--- config.mk ---
export PLATFORM = sky130hd
export DESIGN_NAME = conv_enc
export DESIGN_NICKNAME = d
export VERILOG_FILES = /design/src/rtl/conv_enc.sv
export SDC_FILE = /design/constraint.sdc
export NUM_CORES = 1
export LEC_CHECK = 0
export ABC_AREA = 1
export CAP_MARGIN = 20
export CELL_PAD_IN_SITES_DETAIL_PLACEMENT = 1
export CELL_PAD_IN_SITES_GLOBAL_PLACEMENT = 1
export CORE_MARGIN = 3
export CORE_UTILIZATION = 30
export DETAILED_ROUTE_END_ITERATION = 8
export PLACE_DENSITY_LB_ADDON = 0.1
export SETUP_SLACK_MARGIN = 0.15
export SLEW_MARGIN = 0
export SYNTH_ARGS = -nofsm -noshare
export SYNTH_HDL_FRONTEND = slang
export SYNTH_SLANG_ARGS = --single-unit
--- constraint.sdc ---
create_clock -name clk -period 2.4 [get_ports clk]
set_input_delay 0.48 -clock clk [delete_from_list [all_inputs] [get_ports clk]]
set_output_delay 0.48 -clock clk [all_outputs]
set_load 0.05 [all_outputs]
--- src/rtl/conv_enc.sv ---
// conv_enc: rate-1/2, K=7 convolutional encoder (generators 133/171 octal).
// Accepts one data bit per handshake and emits the coded pair serially,
// A then B, one bit per clock. After the bit flagged di_last, TAIL_LEN
// zero bits are fed internally so the trellis ends in the all-zero state.
// Optional build macro CONV_PUNCTURE_EN adds input rate_sel and the
// rate-3/4 puncturing pattern (keep A,B / keep A / keep B per phase).

module conv_enc #(
    parameter logic [6:0] G0       = 7'o133,
    parameter logic [6:0] G1       = 7'o171,
    parameter int         TAIL_LEN = 6
) (
    input  logic clk,
    input  logic rst,
    input  logic di_bit,
    input  logic di_vld,
    input  logic di_last,
`ifdef CONV_PUNCTURE_EN
    input  logic rate_sel,
`endif
    output logic di_rdy,
    output logic do_bit,
    output logic do_vld,
    output logic do_last
);

    localparam int            CW       = $clog2(TAIL_LEN + 1);
    localparam logic [CW-1:0] TAIL_MAX = CW'(TAIL_LEN);

    typedef enum logic [1:0] {
        S_IDLE,
        S_A,
        S_B
    } state_t;

    state_t        r_state;
    state_t        w_nextState;

    // Encoder history, r_sr[5] is the most recent input bit.
    logic [5:0]    r_sr;
    logic          r_a;
    logic          r_b;

    // r_inTail: the pair in flight came from di_last or from a tail zero.
    logic          r_inTail;
    logic [CW-1:0] r_tailCnt;

    logic          w_rdy;
    logic          w_accept;
    logic          w_finalPair;
    logic          w_feedTail;
    logic          w_frameDone;
    logic          w_load;
    logic          w_encIn;
    logic [6:0]    w_v;
    logic          w_a;
    logic          w_b;
    logic          w_keepA;
    logic          w_keepB;

    // Handshake and sequencing terms.
    assign w_rdy       = (r_state == S_IDLE) || ((r_state == S_B) && !r_inTail);
    assign di_rdy      = w_rdy;
    assign w_accept    = di_vld && w_rdy;
    assign w_finalPair = r_inTail && (r_tailCnt == TAIL_MAX);
    assign w_feedTail  = (r_state == S_B) && r_inTail && (r_tailCnt != TAIL_MAX);
    assign w_frameDone = (r_state == S_B) && w_finalPair;
    assign w_load      = w_accept || w_feedTail;

    // Tail feeds never coincide with an accept, because di_rdy is low then.
    assign w_encIn = w_accept ? di_bit : 1'b0;
    assign w_v     = {w_encIn, r_sr};
    assign w_a     = ^(w_v & G0);
    assign w_b     = ^(w_v & G1);

`ifdef CONV_PUNCTURE_EN
    // r_inFrame distinguishes a frame's first bit from a resume after a stall.
    logic       r_inFrame;
    logic       r_rate;
    logic [1:0] r_phase;
    logic       w_frameStart;

    assign w_frameStart = w_accept && !r_inFrame;
    assign w_keepA      = !(r_rate && (r_phase == 2'd2));
    assign w_keepB      = !(r_rate && (r_phase == 2'd1));

    // Latch the rate at frame start and step the puncture phase per pair.
    always_ff @(posedge clk or posedge rst) begin
        if (rst) begin
            r_inFrame <= 1'b0;
            r_rate    <= 1'b0;
            r_phase   <= 2'd0;
        end else begin
            if (w_frameStart) begin
                r_rate  <= rate_sel;
                r_phase <= 2'd0;
            end else if (w_load) begin
                r_phase <= (r_phase == 2'd2) ? 2'd0 : r_phase + 2'd1;
            end
            if (w_accept) begin
                r_inFrame <= 1'b1;
            end else if (w_frameDone) begin
                r_inFrame <= 1'b0;
            end
        end
    end
`else
    assign w_keepA = 1'b1;
    assign w_keepB = 1'b1;
`endif

    // State register.
    always_ff @(posedge clk or posedge rst) begin
        if (rst) begin
            r_state <= S_IDLE;
        end else begin
            r_state <= w_nextState;
        end
    end

    // Next-state: each loaded pair takes exactly two cycles, A then B.
    always_comb begin
        w_nextState = r_state;
        case (r_state)
            S_IDLE: begin
                if (w_accept) begin
                    w_nextState = S_A;
                end
            end
            S_A: begin
                w_nextState = S_B;
            end
            S_B: begin
                if (w_finalPair) begin
                    w_nextState = S_IDLE;
                end else if (w_load) begin
                    w_nextState = S_A;
                end else begin
                    w_nextState = S_IDLE;
                end
            end
            default: begin
                w_nextState = S_IDLE;
            end
        endcase
    end

    // Shift register and the registered coded pair, updated on every load.
    always_ff @(posedge clk or posedge rst) begin
        if (rst) begin
            r_sr <= 6'd0;
            r_a  <= 1'b0;
            r_b  <= 1'b0;
        end else if (w_load) begin
            r_sr <= {w_encIn, r_sr[5:1]};
            r_a  <= w_a;
            r_b  <= w_b;
        end
    end

    // Tail bookkeeping: arm on di_last, count fed zeros, clear at frame end.
    always_ff @(posedge clk or posedge rst) begin
        if (rst) begin
            r_inTail  <= 1'b0;
            r_tailCnt <= '0;
        end else if (w_frameDone) begin
            r_inTail  <= 1'b0;
            r_tailCnt <= '0;
        end else if (w_feedTail) begin
            r_tailCnt <= r_tailCnt + CW'(1);
        end else if (w_accept) begin
            r_inTail  <= di_last;
            r_tailCnt <= '0;
        end
    end

    // Output mux: A in S_A, B in S_B, punctured slots forced to zero.
    always_comb begin
        do_vld  = 1'b0;
        do_bit  = 1'b0;
        do_last = 1'b0;
        case (r_state)
            S_A: begin
                do_vld  = w_keepA;
                do_bit  = w_keepA & r_a;
                do_last = w_keepA && w_finalPair && !w_keepB;
            end
            S_B: begin
                do_vld  = w_keepB;
                do_bit  = w_keepB & r_b;
                do_last = w_keepB && w_finalPair;
            end
            default: begin
                do_vld  = 1'b0;
            end
        endcase
    end

endmodule

==> results.sh, run 1 <==
export IMPL_hpwl_mm=1.41
export IMPL_vias=717
export IMPL_wl_per_cell_um=11.3
export IMPL_power_leakage_nw=0.550
export IMPL_finalHoldViolations=0
export IMPL_grt_ovfl_total=0
export IMPL_synth_top_family_by_area="simple AND/OR/NAND/NOR gates"
export IMPL_grt_first_pass_wirelength_mm=3.15
export IMPL_syn_avg_cell_area_um2=7.88
export IMPL_clkPwrFrac_pct=13.1
export IMPL_switching_share_pct=49.5
export IMPL_synth_area_leaders="dfrtp_1 39%, nand2_1 19%, ha_1 9.7%, inv_1 5.4%, nand2_4 5.0%"
export IMPL_cp_max_fo=4
export IMPL_cts_tree="yes"
export IMPL_design_core_area_um2=2810
export IMPL_clock_skew_ps=5.15
export IMPL_pin_count=9
export IMPL_worstHoldPathType="register to register"
export IMPL_maxSlewHeadroom_pct=61.7
export IMPL_syn_nets=127
export IMPL_rrSetupSlack_ps=860
export IMPL_yosysSeqAreaShare_pct=38.7
export IMPL_reg2reg_to="r_b$_DFFE_PP0P_"
export IMPL_drv_slew=0
export IMPL_synthXorXnorAreaFrac_pct=0
export IMPL_p_switching_w=0.000658
export IMPL_cp_required_ps=1920
export IMPL_ctsHoldBuffers=0
export IMPL_stdcell_count=157
export IMPL_rr_worst_depth=9
export IMPL_rsz0062_at_grt="false"
export IMPL_dr_pass1_iters=4
export IMPL_root_buffer="clkbuf_4"
export IMPL_peakVddDrop_mv=0.492
export IMPL_drt_iter0_drc=13
export IMPL_ys_warn_count=0
export IMPL_max_freq_mhz=478
export IMPL_synth_compound_area_share_pct=10.6
export IMPL_gr_usage_all_layers_pct=11.4
export IMPL_p_int_w=0.000672
export IMPL_p_comb_share_pct=56.7
export IMPL_path_clk_slew_ps=90
export IMPL_maxCapViolations=0
export IMPL_r2r_start="r_state[0]$_DFFE_PP0P_"
export IMPL_worst_setup_path_type="register to primary output"
export IMPL_drt_vias_per_instance=4.57
export IMPL_synth_seq_cells=14
export IMPL_power_frac_seq_pct=30.2
export IMPL_start_util_pct=32.3
export IMPL_crit_path_start="r_state[0]$_DFFE_PP0P_"
export IMPL_fin_crit_sh_pct=87.2
export IMPL_netlist_area_um2=906
export IMPL_synth_mux_area_share_pct=0
export IMPL_grt_pass1_vias=758
export IMPL_placedCellCount=153
export IMPL_dpl_cell_area_um2=1000
export IMPL_yosys_area_share_simple_pct=31.6
export IMPL_synth_top_area_cell="dfrtp_1"
export IMPL_wirelength_mm=1.78
export IMPL_synth_cell_types=21
export IMPL_critPathArrivalTime_ps=1610
export IMPL_num_rows=19
export IMPL_io_buffers=8
export IMPL_die_y_um=61.0
export IMPL_fin_crit_ps=2090
export IMPL_cts_buffer_depth=2
export IMPL_start_kind="register"
export IMPL_power_total_w=0.00133
export IMPL_fin_nets=139
export IMPL_end_kind="primary output"
export IMPL_status="completed"
export IMPL_p_per_area_nw_per_um2=1280
export IMPL_drive_gt1_share_pct=19.8
export IMPL_setup_violations=0
export IMPL_synth_top_area_share_pct=38.7
export IMPL_antenna_found_initial=0
export IMPL_diodes=0
export IMPL_final_util_pct=36.9
export IMPL_synthAdderAreaFrac_pct=9.67
export IMPL_grt_max_degree=15
export IMPL_clk_latency_ps=280
export IMPL_htreeDepth=1
export IMPL_finish_instance_area_um2=1040
export IMPL_final_antenna_net_count=0
export IMPL_drc=0
export IMPL_die_area_um2=3710
export IMPL_setup_tns_ps=0
export IMPL_syn_inst=115
export IMPL_area_growth_pct=14.4
export IMPL_cts_buffers=3
export IMPL_crit_end="do_vld"
export IMPL_worstMarginPinSlew_ps=575
export IMPL_cts_sinks=14
export IMPL_die_x_um=61.0
export IMPL_place_congestion=0.717
metrics by stage:
stage          hold WS, ps  worst slack, ps
3_5_place_dp           467              315
6_report               490              307
4_1_cts                493              271
5_1_grt                513              206
3_3_place_gp           467              372
2_1_floorplan          369              336
Yosys cell counts:
cell and number:
a21boi_0 1, o211ai_1 1, nand3_2 2, inv_1 13, clkinv_2 1, inv_2 3
nand2_1 46, o21ai_2 5, buf_12 1, nor3_1 2, ha_1 7, nor2_1 3
nand2_2 1, a21oi_1 1, o31ai_1 1, o21ai_0 4, nor2_2 1, dfrtp_1 14
nand3_1 3, o21ai_1 1, nand2_4 4
area by class of cell:
| class | instances | area [um2] |
|---|---|---|
| Tap cell | 31 | 38.8 |
| Clock buffer | 4 | 36.3 |
| Timing Repair Buffer | 8 | 71.3 |
| Inverter | 17 | 65.1 |
| Fill cell | 350 | 1770 |
| Multi-Input combinational cell | 83 | 474 |
| Sequential cell | 14 | 350 |
repair_timing:
item,CTS,global route
gates resized for setup,1,0
endpoints found under the hold margin,0,0
setup endpoints to repair,1,0
buffers inserted,0,0
metal layers:
layer	track usage (%)	up-vias	share of wire, %
met5	0	-	0
met4	1.86	0	0
met3	3.83	0	3.4
met2	18.5	10	49
met1	14.9	331	48
li1	-	376	-
layout by cell type (no fill, tap or decap):
cell type and n:
dfrtp_1 14, dlygate4sd2_1 1, nand2_2 1, nand3_2 2, inv_2 3, nor2_2 1, buf_4 3, clkbuf_8 1
nand2_1 46, inv_1 13, nor2_1 3, ha_1 7, nor3_1 2, o31ai_1 1, a21boi_2 1, nand3_1 3
clkdlybuf4s50_1 4, o21ai_1 1, o21ai_2 5, o211ai_1 1, nand2_4 4, clkinv_2 1, o21ai_0 4, a21oi_1 1
clkbuf_4 3
power by group through the flow:
stage	clock, W	combinational (W)	sequential, W
finish	0.000174	0.000755	0.000401
global route	0.000196	0.000866	0.000418
CTS	0.000186	0.000776	0.000403
detailed placement	0	0.000783	0.000407
global placement	0	0.000775	0.000400
floorplan	0	0.000666	0.000387
kinds of logic (layout without fill, tap and decap cells):
logic type	after synthesis	count (layout)
AO/OA/AOI/OAI	14	14
AND/OR/NAND/NOR	62	62
flip-flops	14	14
buffers and inverters	18	29
adder cells (fa/ha/maj)	7	7
registers in the layout (all words and copies together), names as in the netlist:
| register | flops |
|---|---|
| r_sr | 6 |
| r_tailCnt | 3 |
| r_state | 2 |
| r_a | 1 |
| r_b | 1 |
| r_inTail | 1 |
how the worst min path moves through the flow:
stage / from / endpoint / cells after the start
floorplan: rst / r_a$_DFFE_PP0P_ / 1
global placement: r_b$_DFFE_PP0P_ / r_b$_DFFE_PP0P_ / 2
detailed placement: r_b$_DFFE_PP0P_ / r_b$_DFFE_PP0P_ / 2
CTS: r_b$_DFFE_PP0P_ / r_b$_DFFE_PP0P_ / 2
global route: r_b$_DFFE_PP0P_ / r_b$_DFFE_PP0P_ / 2
finish: r_b$_DFFE_PP0P_ / r_b$_DFFE_PP0P_ / 2
worst max-delay path: stages, from the launching register on:
cell           delay (ps)
dfrtp_1               410
inv_1                  90
ha_1                  300
dlygate4sd2_1         530
No activity file was read; power rests on OpenSTA's default activity.
==> run 2, diff against run 1 <==
Settings changed: PLACE_DENSITY_LB_ADDON 0.1 to 0.08.
==> results.sh, run 2 (synthesis gave the netlist of run 1 again) <==
export IMPL_setup_violations=0
export IMPL_largest_reg_flops=6
export IMPL_gr_usage_all_layers_pct=11.4
export IMPL_die_y_um=61.0
export IMPL_area_growth_pct=14.4
export IMPL_mostFrequentLayoutCell="nand2_1"
export IMPL_status="completed"
export IMPL_rrSetupSlack_ps=840
export IMPL_grt_first_pass_wirelength_mm=3.11
export IMPL_rsz0062_at_grt="false"
export IMPL_drv_slew=0
export IMPL_clk_latency_ps=280
export IMPL_max_freq_mhz=481
export IMPL_top_regs="r_sr x6, r_tailCnt x3, r_state x2"
export IMPL_root_buffer="clkbuf_4"
export IMPL_finish_instance_area_um2=1040
export IMPL_end_kind="primary output"
export IMPL_clock_skew_ps=1.24
export IMPL_maxSlewHeadroom_pct=64.0
export IMPL_drc=0
export IMPL_dpl_cell_area_um2=1000
export IMPL_wirelength_mm=1.81
export IMPL_critPathArrivalTime_ps=1600
export IMPL_dr_pass1_iters=4
export IMPL_timing_final_ws_setup_ps=323
export IMPL_cp_required_ps=1920
export IMPL_vias=739
export IMPL_reg2reg_to="r_sr[2]$_DFFE_PP0P_"
export IMPL_final_util_pct=36.9
export IMPL_cts_resized_gates=1
export IMPL_grt_max_degree=15
export IMPL_final_cell_mix="46 x nand2_1, 14 x dfrtp_1, 13 x inv_1, 7 x ha_1, 5 x o21ai_2"
export IMPL_path_clk_slew_ps=90
export IMPL_post_cts_buffers=0
export IMPL_num_fill_cells=348
export IMPL_crit_end="do_vld"
export IMPL_crit_path_start="r_state[0]$_DFFE_PP0P_"
export IMPL_finalHoldViolations=0
export IMPL_multi_input_comb_area_um2=474
export IMPL_antenna_found_initial=0
export IMPL_design_core_area_um2=2810
export IMPL_die_x_um=61.0
export IMPL_htreeDepth=1
export IMPL_place_congestion=0.719
export IMPL_num_rows=19
export IMPL_start_util_pct=32.3
export IMPL_r2r_start="r_state[0]$_DFFE_PP0P_"
export IMPL_setup_tns_ps=0
export IMPL_cts_sinks=14
export IMPL_io_buffers=8
export IMPL_cts_buffer_depth=2
export IMPL_cts_tree="yes"
export IMPL_diodes=0
export IMPL_maxCapViolations=0
export IMPL_pin_count=9
export IMPL_start_kind="register"
export IMPL_fin_crit_ps=2080
export IMPL_worstHoldPathType="register to register"
export IMPL_grt_ovfl_total=0
export IMPL_rr_worst_depth=9
export IMPL_ff_latch_area_um2=350
export IMPL_final_antenna_net_count=0
export IMPL_cts_buffers=3
export IMPL_hpwl_mm=1.48
export IMPL_worst_setup_path_type="register to primary output"
export IMPL_fin_nets=139
export IMPL_drt_iter0_drc=24
export IMPL_p_per_area_nw_per_um2=1290
export IMPL_peakVddDrop_mv=0.372
export IMPL_die_area_um2=3710
export IMPL_worstMarginPinSlew_ps=539
export IMPL_grt_pass1_vias=760
export IMPL_drive_gt1_share_pct=19.8
export IMPL_cp_max_fo=4
export IMPL_drt_vias_per_instance=4.71
export IMPL_power_leakage_nw=0.550
export IMPL_ctsHoldBuffers=0
export IMPL_pre_cts_ws_ps=335
export IMPL_fin_crit_sh_pct=86.6
export IMPL_regMostFlops="r_sr"
export IMPL_wl_per_cell_um=11.5
run 2: area by class of cell:
type | instances | area share, %
flip-flops and latches | 14 | 33.8
repair buffers | 8 | 6.88
clock buffers | 4 | 3.50
inverters | 17 | 6.28
multi-input cells | 83 | 45.8
well taps | 31 | 3.74
run 2: worst max-delay path, stage by stage, from the launching register on:
cell,delay [ps]
dfrtp_1,410
inv_1,90
ha_1,300
dlygate4sd2_1,520
run 2: through the flow:
stage | hold WS, ps | cells | total power [W]
floorplan | 369 | 115 | 0.00105
global placement | 475 | 153 | 0.00118
detailed placement | 469 | 153 | 0.00120
CTS | 493 | 157 | 0.00136
global route | 536 | 157 | 0.00148
finish | 484 | 157 | 0.00133
run 2: routing by layer:
metal	GRT usage, %	share of wire [%]	up-vias
met1	13.5	49	348
met2	19.7	47	9
met3	1.91	2.4	5
met5	0	0	-
li1	-	-	377
met4	5.57	2.4	0
run 2: power breakdown:
group	leakage, nW	internal (W)	total (W)	switching, W
logic	0.349	0.000255	0.000763	0.000508
registers	0.180	0.000326	0.000400	0.0000738
clock network	0.0210	0.0000923	0.000171	0.0000790
total	0.550	0.000673	0.00133	0.000661
run 2: worst min path at each step:
stage	startpoint	to	slack, ps	depth (start not counted)
2_1_floorplan	rst	r_a$_DFFE_PP0P_	370	1
3_3_place_gp	r_b$_DFFE_PP0P_	r_b$_DFFE_PP0P_	480	2
3_5_place_dp	r_b$_DFFE_PP0P_	r_b$_DFFE_PP0P_	470	2
4_1_cts	r_b$_DFFE_PP0P_	r_b$_DFFE_PP0P_	490	2
5_1_grt	r_b$_DFFE_PP0P_	r_b$_DFFE_PP0P_	540	2
6_report	r_b$_DFFE_PP0P_	r_b$_DFFE_PP0P_	480	2
